===== config.mk =====
export PLATFORM = sky130hd
export DESIGN_NAME = gpio_pad_responder
export DESIGN_NICKNAME = d
export VERILOG_FILES = /design/src/rtl/gpio_pad_pkg.sv /design/src/rtl/gpio_pad_fifo.sv /design/src/rtl/gpio_pad_responder.sv
export SDC_FILE = /design/constraint.sdc
export NUM_CORES = 1
export LEC_CHECK = 0
export BUFFER_PORTS_ARGS = -buffer_cell sky130_fd_sc_hd__buf_2
export CORE_ASPECT_RATIO = 1.5
export CORE_MARGIN = 5
export CORE_UTILIZATION = 59
export DETAILED_ROUTE_END_ITERATION = 8
export PLACE_DENSITY = 0.86
export SYNTH_ARGS = -nofsm -noshare
export SYNTH_HDL_FRONTEND = slang
export SYNTH_SLANG_ARGS = --single-unit
export TNS_END_PERCENT = 50

===== constraint.sdc =====
create_clock -name pclk -period 6.45 [get_ports pclk]
set_input_delay 0.3225 -clock pclk [delete_from_list [all_inputs] [get_ports pclk]]
set_output_delay 0.3225 -clock pclk [all_outputs]
set_load 0.01 [all_outputs]

===== src/rtl/gpio_pad_pkg.sv =====
// Shared types and default sizing for the GPIO pad responder.
package gpio_pad_pkg;

    localparam int DEF_DATA_WIDTH = 32;
    localparam int DEF_HOLD_WIDTH = 8;
    localparam int DEF_PAT_DEPTH  = 4;
    localparam int DEF_CAP_DEPTH  = 8;

    typedef enum logic {
        PAD_IDLE = 1'b0,
        PAD_HOLD = 1'b1
    } pad_state_t;

    // Capture FIFO entry layout at the default pin width (data in the upper half).
    typedef struct packed {
        logic [DEF_DATA_WIDTH-1:0] data;
        logic [DEF_DATA_WIDTH-1:0] mask;
    } cap_entry_t;

endpackage


===== src/rtl/gpio_pad_fifo.sv =====
// First-word-fall-through FIFO with wrap-bit pointers and async active-high reset.
// The caller owns write legality, so a write into a full FIFO alongside a pop is allowed.
module gpio_pad_fifo #(
    parameter int WIDTH = 8,
    parameter int DEPTH = 4
) (
    input  logic             clk,
    input  logic             rst,
    input  logic             wr_en,
    input  logic [WIDTH-1:0] wr_data,
    input  logic             rd_en,
    output logic [WIDTH-1:0] rd_data,
    output logic             full,
    output logic             empty
);

    localparam int AW = $clog2(DEPTH);

    logic [AW:0]      wr_ptr_q, wr_ptr_d;
    logic [AW:0]      rd_ptr_q, rd_ptr_d;
    logic [WIDTH-1:0] mem_q [DEPTH];
    logic             do_rd;

    always_comb begin
        empty    = (wr_ptr_q == rd_ptr_q);
        full     = (wr_ptr_q[AW] != rd_ptr_q[AW]) && (wr_ptr_q[AW-1:0] == rd_ptr_q[AW-1:0]);
        do_rd    = rd_en && !empty;
        wr_ptr_d = wr_ptr_q;
        rd_ptr_d = rd_ptr_q;
        if (wr_en) begin
            wr_ptr_d = wr_ptr_q + (AW+1)'(1);
        end
        if (do_rd) begin
            rd_ptr_d = rd_ptr_q + (AW+1)'(1);
        end
    end

    always_ff @(posedge clk or posedge rst) begin
        if (rst) begin
            wr_ptr_q <= '0;
            rd_ptr_q <= '0;
        end else begin
            wr_ptr_q <= wr_ptr_d;
            rd_ptr_q <= rd_ptr_d;
        end
    end

    always_ff @(posedge clk) begin
        if (wr_en) begin
            mem_q[wr_ptr_q[AW-1:0]] <= wr_data;
        end
    end

    assign rd_data = mem_q[rd_ptr_q[AW-1:0]];

endmodule


===== src/rtl/gpio_pad_responder.sv =====
// Pin-side responder for the GPIO pad bus: pattern/loopback driver plus output-change capture.
// Define GPIO_PAD_CAPTURE_EN to build the capture path; otherwise cap_* outputs are tied low.
module gpio_pad_responder
    import gpio_pad_pkg::*;
#(
    parameter int DATA_WIDTH = DEF_DATA_WIDTH,
    parameter int HOLD_WIDTH = DEF_HOLD_WIDTH,
    parameter int PAT_DEPTH  = DEF_PAT_DEPTH,
    parameter int CAP_DEPTH  = DEF_CAP_DEPTH
) (
    input  logic                  pclk,
    input  logic                  p_reset,
    input  logic [DATA_WIDTH-1:0] n_gpio_pin_oe,
    input  logic [DATA_WIDTH-1:0] gpio_pin_out,
    output logic [DATA_WIDTH-1:0] gpio_pin_in,
    input  logic                  loopback_en,
    input  logic                  pat_valid,
    output logic                  pat_ready,
    input  logic [DATA_WIDTH-1:0] pat_data,
    input  logic [HOLD_WIDTH-1:0] pat_hold,
    output logic                  cap_valid,
    input  logic                  cap_ready,
    output logic [DATA_WIDTH-1:0] cap_data,
    output logic [DATA_WIDTH-1:0] cap_mask,
    output logic                  cap_overflow,
    output logic                  busy
);

    localparam int PAT_W = HOLD_WIDTH + DATA_WIDTH;

    logic             pat_full, pat_empty, pat_push, pat_pop;
    logic [PAT_W-1:0] pat_head;

    pad_state_t            state_q, state_d;
    logic [DATA_WIDTH-1:0] drive_q, drive_d;
    logic [HOLD_WIDTH-1:0] cnt_q, cnt_d;
    logic [DATA_WIDTH-1:0] gpio_pin_in_q, gpio_pin_in_d;
    logic [DATA_WIDTH-1:0] loop_sel;

    // A full pattern FIFO refuses pushes even when the FSM pops in the same cycle.
    assign pat_ready = !pat_full;
    assign pat_push  = pat_valid && !pat_full;

    gpio_pad_fifo #(
        .WIDTH (PAT_W),
        .DEPTH (PAT_DEPTH)
    ) u_pat_fifo (
        .clk     (pclk),
        .rst     (p_reset),
        .wr_en   (pat_push),
        .wr_data ({pat_hold, pat_data}),
        .rd_en   (pat_pop),
        .rd_data (pat_head),
        .full    (pat_full),
        .empty   (pat_empty)
    );

    always_comb begin
        state_d = state_q;
        drive_d = drive_q;
        cnt_d   = cnt_q;
        pat_pop = 1'b0;
        unique case (state_q)
            PAD_IDLE: begin
                if (!pat_empty) begin
                    pat_pop = 1'b1;
                    drive_d = pat_head[DATA_WIDTH-1:0];
                    cnt_d   = pat_head[PAT_W-1:DATA_WIDTH];
                    state_d = PAD_HOLD;
                end
            end
            PAD_HOLD: begin
                if (cnt_q != '0) begin
                    cnt_d = cnt_q - HOLD_WIDTH'(1);
                end else if (!pat_empty) begin
                    pat_pop = 1'b1;
                    drive_d = pat_head[DATA_WIDTH-1:0];
                    cnt_d   = pat_head[PAT_W-1:DATA_WIDTH];
                end else begin
                    state_d = PAD_IDLE;
                end
            end
            default: state_d = PAD_IDLE;
        endcase

        loop_sel      = {DATA_WIDTH{loopback_en}} & ~n_gpio_pin_oe;
        gpio_pin_in_d = (gpio_pin_out & loop_sel) | (drive_q & ~loop_sel);
    end

    always_ff @(posedge pclk or posedge p_reset) begin
        if (p_reset) begin
            state_q       <= PAD_IDLE;
            drive_q       <= '0;
            cnt_q         <= '0;
            gpio_pin_in_q <= '0;
        end else begin
            state_q       <= state_d;
            drive_q       <= drive_d;
            cnt_q         <= cnt_d;
            gpio_pin_in_q <= gpio_pin_in_d;
        end
    end

    assign gpio_pin_in = gpio_pin_in_q;
    assign busy        = (state_q == PAD_HOLD) || !pat_empty;

`ifdef GPIO_PAD_CAPTURE_EN
    logic [DATA_WIDTH-1:0]   drv_q, drv_d, msk_q, msk_d;
    logic                    overflow_q, overflow_d;
    logic                    cap_event, cap_push, cap_pop, cap_full, cap_empty;
    logic [2*DATA_WIDTH-1:0] cap_head;

    // A write into a full FIFO only succeeds when the consumer frees a slot in the same cycle.
    always_comb begin
        drv_d      = gpio_pin_out & ~n_gpio_pin_oe;
        msk_d      = ~n_gpio_pin_oe;
        cap_event  = (drv_d != drv_q) || (msk_d != msk_q);
        cap_pop    = cap_ready && !cap_empty;
        cap_push   = cap_event && (!cap_full || cap_pop);
        overflow_d = overflow_q || (cap_event && !cap_push);
    end

    always_ff @(posedge pclk or posedge p_reset) begin
        if (p_reset) begin
            drv_q      <= '0;
            msk_q      <= '0;
            overflow_q <= 1'b0;
        end else begin
            drv_q      <= drv_d;
            msk_q      <= msk_d;
            overflow_q <= overflow_d;
        end
    end

    gpio_pad_fifo #(
        .WIDTH (2*DATA_WIDTH),
        .DEPTH (CAP_DEPTH)
    ) u_cap_fifo (
        .clk     (pclk),
        .rst     (p_reset),
        .wr_en   (cap_push),
        .wr_data ({drv_d, msk_d}),
        .rd_en   (cap_pop),
        .rd_data (cap_head),
        .full    (cap_full),
        .empty   (cap_empty)
    );

    assign cap_valid    = !cap_empty;
    assign cap_data     = cap_valid ? cap_head[2*DATA_WIDTH-1:DATA_WIDTH] : '0;
    assign cap_mask     = cap_valid ? cap_head[DATA_WIDTH-1:0] : '0;
    assign cap_overflow = overflow_q;
`else
    logic        unused_cap_ready;
    logic [31:0] unused_cap_depth;

    assign unused_cap_ready = cap_ready;
    assign unused_cap_depth = 32'(CAP_DEPTH);
    assign cap_valid        = 1'b0;
    assign cap_data         = '0;
    assign cap_mask         = '0;
    assign cap_overflow     = 1'b0;
`endif

endmodule


==> flow_metrics.env, run 1 <==
export IMPL_status="finished clean"
export IMPL_grt_use_met1=0.2222
export IMPL_syn_avg_cell_area_sq_um=18.82
export IMPL_hpwl_microns=11310
export IMPL_crit_arrival_ps=3460
export IMPL_grt_antenna_before_repair=3
export IMPL_ff2ff_path_depth=3
export IMPL_relSlewSlack=0.2196
export IMPL_finish_utilization=0.6780
export IMPL_layout_drive_gt1_share=0.4052
export IMPL_r2r_slack_ps=3100
export IMPL_vias=4938
export IMPL_insertion_delay_ps=490
export IMPL_grt_pass1_vias=5351
export IMPL_use_met2=0.3348
export IMPL_grt_max_degree=80
export IMPL_vias_per_cell=5.444
export IMPL_grt_usage=0.1849
export IMPL_die_width_microns=116.4
export IMPL_num_io_pins=209
export IMPL_cts_tree="yes"
export IMPL_holdPathEnd="u_pat_fifo.mem_q[2][26]"
export IMPL_wl_microns=18320
export IMPL_fin_skew_ps=8.150
export IMPL_core_area_sq_um=16760
export IMPL_rows=58
export IMPL_die_area_sq_um=19730
export IMPL_layout_nets=796
export IMPL_synthToLayoutAreaGrowth_pct=13.51
export IMPL_synth_cell_types=46
export IMPL_grt_pass1_wl_microns=28210
export IMPL_port_buffer_count=141
export IMPL_synth_edff_count=160
export IMPL_synthArstFlopShare=0.3305
export IMPL_remaining_drc_errors=0
export IMPL_powerDensity_nw_per_um2=427.4
export IMPL_start_util=0.5973
export IMPL_ys_seq_area_frac=0.6772
export IMPL_max_cap_viol_count=0
export IMPL_hold_ws_ps=43.30
export IMPL_syn_inst=532
export IMPL_hold_buffers=0
export IMPL_max_clock_freq_mhz=298.3
export IMPL_worstSetupEndpointType="register"
export IMPL_cts_resized=0
export IMPL_setup_viol=0
export IMPL_cts_max_level=1
export IMPL_required_ps=6550
export IMPL_p_leak_nw=4.551
export IMPL_clkTransAtPathRegs_ps=60
export IMPL_antenna_left=0
export IMPL_clockRootBuffer="clkbuf_16"
export IMPL_rsz0062_at_grt="no"
export IMPL_syn_area_sq_um=10010
export IMPL_criticalPathCategory="reg -> reg"
export IMPL_fp_dieH_microns=169.6
export IMPL_holdPathStages=1
export IMPL_grt_most_used_layer="met2"
export IMPL_total_power_mw=4.857
export IMPL_hold_viol_final=0
export IMPL_worst_setup_path_start_kind="register"
export IMPL_hold_class="in -> reg"
export IMPL_critPathMaxFanout=43
export IMPL_synth_seq_cells=239
export IMPL_dr_pass1_iters=4
export IMPL_yosysWarnings=0
export IMPL_wl_per_cell_microns=20.20
export IMPL_slew_viol_final=0
export IMPL_cts_setup_buffers=0
export IMPL_place_congestion=0.8161
export IMPL_worst_pin_slew_ps=1171
export IMPL_cp_startpoint="u_pat_fifo.rd_ptr_q[1]"
export IMPL_worstHoldStart="pat_data[26]"
export IMPL_grtUsageMet3=0.03389
export IMPL_period_minus_slack_ps=3352
export IMPL_cts_made_buffers=22
export IMPL_fin_crit_sh=0.5197
export IMPL_timing_rr_end="u_pat_fifo.mem_q[2][7]"
export IMPL_drt_iter0_drc=305
export IMPL_synth_ff_type="edfxtp_1"
export IMPL_numClockSinks=239
export IMPL_grt_overflow=0
export IMPL_r2r_start="u_pat_fifo.rd_ptr_q[1]"
export IMPL_ir_drop_mv=0.2762
export IMPL_clk_path_buf_depth=3
export IMPL_finalSetupTns_ps=0
==> cells in the mapped netlist (4+ instances only) <==
cell      count  area, sq um
xnor2_1       5        43.79
nor3_1        6        30.03
dfrtp_1      79         1977
nand2b_1     13        81.33
mux4_1       17        446.7
mux2_2       37        416.7
clkbuf_1      4        15.01
buf_4        66        495.5
nor2b_1      20        125.1
mux2_4       29        435.4
and2_1        4        25.02
clkbuf_8      4        55.05
ha_1          7        87.58
edfxtp_1    160         4805
mux4_2       23        518.0
inv_1         7        26.28
a21oi_1       5        25.02
nand3_1       4        20.02
==> critical path: stages, from the launching register on <==
cell     delay, ps
dfrtp_2       1080
xnor2_1        310
a31oi_1        530
and2_2        1030
==> layout by cell type (no fill, tap or decap), types with 7 or more instances in the layout <==
| cell | Yosys | final |
|---|---|---|
| ha_1 | 7 | 7 |
| mux2_2 | 37 | 37 |
| mux2_4 | 29 | 29 |
| nand2b_1 | 13 | 13 |
| buf_2 | 2 | 141 |
| nor2b_1 | 20 | 20 |
| mux4_1 | 17 | 17 |
| conb_1 | 1 | 66 |
| mux4_2 | 23 | 23 |
| clkbuf_16 | 0 | 25 |
| edfxtp_1 | 160 | 160 |
| dfrtp_1 | 79 | 77 |
==> flip-flops by register name (all words and copies together) (netlist names) <==
signal,count
drive_q,32
cnt_q,8
u_pat_fifo.rd_ptr_q,3
u_pat_fifo.wr_ptr_q,3
gpio_pin_in,32
u_pat_fifo.mem_q,160
state_q,1
==> metrics by stage <==
step           cells  setup WS [ps]  area (sq um)
6_report         907           3098         11370
5_1_grt          907           2769         11370
4_1_cts          906           2994         11360
3_5_place_dp     866           3060         10570
3_3_place_gp     866           3244         10570
2_1_floorplan    597           3929         10260
==> cell families after synthesis <==
| logic type | after synthesis | synth area share |
|---|---|---|
| AO/OA/AOI/OAI | 18 | 0.01524 |
| XOR/XNOR | 7 | 0.006123 |
| adder cells (fa/ha/maj) | 7 | 0.008746 |
| buffers and inverters | 91 | 0.07035 |
| flip-flops | 239 | 0.6772 |
| multiplexers | 108 | 0.1834 |
| other | 1 | 0.0003745 |
| AND/OR/NAND/NOR | 61 | 0.03849 |
==> power by group <==
part	switching (mW)	internal (mW)	total, mW	leakage, nW
Combinational	0.555	0.610	1.17	1.75
Sequential	0.226	2.10	2.33	2.41
Clock	0.530	0.836	1.37	0.390
==> layer usage <==
metal / vias to the layer above / share of wire / routed length, microns
met5: - / 0.0011 / 21
met4: 4 / 0.018 / 325
met3: 33 / 0.074 / 1361
met2: 210 / 0.56 / 10170
met1: 2510 / 0.35 / 6442
li1: 2181 / - / -
==> how the worst max path moves through the flow <==
stage               depth (start not counted)                       to
floorplan                                   4   u_pat_fifo.mem_q[3][0]
global placement                            3  u_pat_fifo.mem_q[3][21]
detailed placement                          3  u_pat_fifo.mem_q[2][29]
CTS                                         3  u_pat_fifo.mem_q[2][27]
global route                                3  u_pat_fifo.mem_q[2][34]
finish                                      3   u_pat_fifo.mem_q[2][7]
==> cell type report <==
cell class / instances / area, sq um
sequential: 239 / 6784
fill: 1068 / 5398
multi-input combinational: 267 / 2776
timing repair buffer: 143 / 720.7
clock buffer: 32 / 701.9
tap: 210 / 262.8
clock inverter: 8 / 90.09
inverter: 7 / 27.53
antenna: 1 / 2.502
Power figures use the tool's default switching activity.
==> run 2: changes to the inputs <==
- CORE_UTILIZATION: 59 -> 49
- PLACE_DENSITY: 0.86 -> 0.77
- clock period: 6.45 -> 2.9 ns (I/O delays scaled with it)
==> flow_metrics.env, run 2 (same netlist as run 1, synthesis figures left out) <==
export IMPL_grt_max_degree=56
export IMPL_criticalPathCategory="reg -> reg"
export IMPL_path_cells="inv_1, ha_1, or4b_4, o41a_1, nor2_8, buf_12, mux2_4"
export IMPL_clockRootBuffer="clkbuf_16"
export IMPL_cts_setup_buffers=0
export IMPL_crit_buf_inv=2
export IMPL_num_io_pins=209
export IMPL_crit_arrival_ps=3110
export IMPL_fin_skew_ps=9.487
export IMPL_dr_pass1_iters=4
export IMPL_clkTransAtPathRegs_ps=70
export IMPL_crit_family="simple AND/OR/NAND/NOR gates"
export IMPL_cts_max_level=1
export IMPL_remaining_drc_errors=0
export IMPL_max_cap_viol_count=0
export IMPL_grt_antenna_before_repair=0
export IMPL_multi_input_area_sq_um=2776
export IMPL_final_common_cell="edfxtp_1"
export IMPL_finish_utilization=0.6154
export IMPL_insertion_delay_ps=490
export IMPL_vias_per_cell=4.923
export IMPL_drt_iter0_drc=333
export IMPL_final_cell_mix="edfxtp_1 (160), buf_2 (141), dlygate4sd3_1 (101), dfrtp_1 (77), conb_1 (66)"
export IMPL_core_area_sq_um=20260
export IMPL_grt_use_met1=0.1808
export IMPL_worstSetupEndpointType="register"
export IMPL_worst_setup_path_start_kind="register"
export IMPL_worst_pin_slew_ps=999.4
export IMPL_wl_microns=19170
export IMPL_status="finished clean"
export IMPL_required_ps=3270
export IMPL_ir_drop_mv=0.3805
export IMPL_rsz0062_at_grt="no"
export IMPL_fin_crit_sh=0.9453
export IMPL_synthToLayoutAreaGrowth_pct=24.52
export IMPL_antenna_left=0
export IMPL_port_buffer_count=141
export IMPL_cts_made_buffers=20
export IMPL_grt_most_used_layer="met2"
export IMPL_place_ws_ps=171.3
export IMPL_wl_per_cell_microns=17.93
export IMPL_grt_usage=0.1630
export IMPL_relSlewSlack=0.3330
export IMPL_hold_ws_ps=14.14
export IMPL_period_minus_slack_ps=2741
export IMPL_n_fill_cell=1417
export IMPL_total_power_mw=10.89
export IMPL_p_leak_nw=4.990
export IMPL_grtUsageMet3=0.02222
export IMPL_regArea_sq_um=6784
export IMPL_cpPeakStageDelay_ps=510
export IMPL_use_met2=0.3168
export IMPL_setup_viol=0
export IMPL_slew_viol_final=0
export IMPL_numClockSinks=239
export IMPL_die_area_sq_um=23450
export IMPL_fp_dieH_microns=185.1
export IMPL_grt_pass1_vias=5725
export IMPL_powerDensity_nw_per_um2=873.3
export IMPL_clk_path_buf_depth=3
export IMPL_hold_class="in -> reg"
export IMPL_fin_ws_ps=158.6
export IMPL_largest_reg_flops=160
export IMPL_slowest_stage="or4b_4"
export IMPL_cts_tree="yes"
export IMPL_finalSetupTns_ps=0
export IMPL_grt_overflow=0
export IMPL_die_width_microns=126.7
export IMPL_layout_nets=905
export IMPL_max_clock_freq_mhz=364.8
export IMPL_rows=64
export IMPL_vias=5263
export IMPL_critPathMaxFanout=16
export IMPL_layout_drive_gt1_share=0.3611
export IMPL_start_util=0.4943
export IMPL_place_congestion=0.7791
export IMPL_grt_pass1_wl_microns=30040
export IMPL_hpwl_microns=11960
export IMPL_hold_viol_final=0
[run 2: what timing repair did]
| action | 4_1_cts | 5_1_grt |
|---|---|---|
| gates resized for setup | 0 | 0 |
| hold buffers | 101 | 0 |
| endpoints found under the hold margin | 246 | 0 |
[run 2: per-stage QoR]
step | instance area (sq um) | cells
CTS | 12460 | 1067
floorplan | 10260 | 597
global placement | 10750 | 930
global route | 12460 | 1067
detailed placement | 10750 | 930
finish | 12470 | 1069
[run 2: metal layers]
metal / part of all wire / up-vias
met5: 0 / -
met4: 0.024 / 0
met3: 0.061 / 40
met2: 0.57 / 193
met1: 0.35 / 2625
li1: - / 2405
[run 2: final timing paths]
check,to,from,cells past startpoint,slack (ps)
worst min register to register,u_pat_fifo.wr_ptr_q[2],u_pat_fifo.wr_ptr_q[2],1,490
worst max-delay path,drive_q[21],cnt_q[0],7,160
worst max register to register,drive_q[21],cnt_q[0],7,160
max in group asynchronous,drive_q[3],p_reset,4,1610
min in group asynchronous,drive_q[6],p_reset,3,400
worst min-delay path,gpio_pin_in[1],n_gpio_pin_oe[1],3,10
[run 2: final cells by class]
class / instances / share of cell area
Antenna cell: 2 / 0.0004014
Clock buffer: 24 / 0.04385
Clock inverter: 12 / 0.01234
Inverter: 7 / 0.002208
Multi-Input combinational cell: 267 / 0.2227
Sequential cell: 239 / 0.5441
Tap cell: 264 / 0.02649
Timing Repair Buffer: 254 / 0.1479
[run 2: power by group]
group / internal, mW / switching, mW
clock: 1.63 / 1.17
sequential: 4.65 / 0.409
combinational: 1.66 / 1.36
[run 2: worst reg2reg max path, stage by stage, from the launching register on]
cell	delay, ps
dfrtp_1	420
inv_1	130
ha_1	180
or4b_4	510
o41a_1	520
nor2_8	320
buf_12	230
mux2_4	320
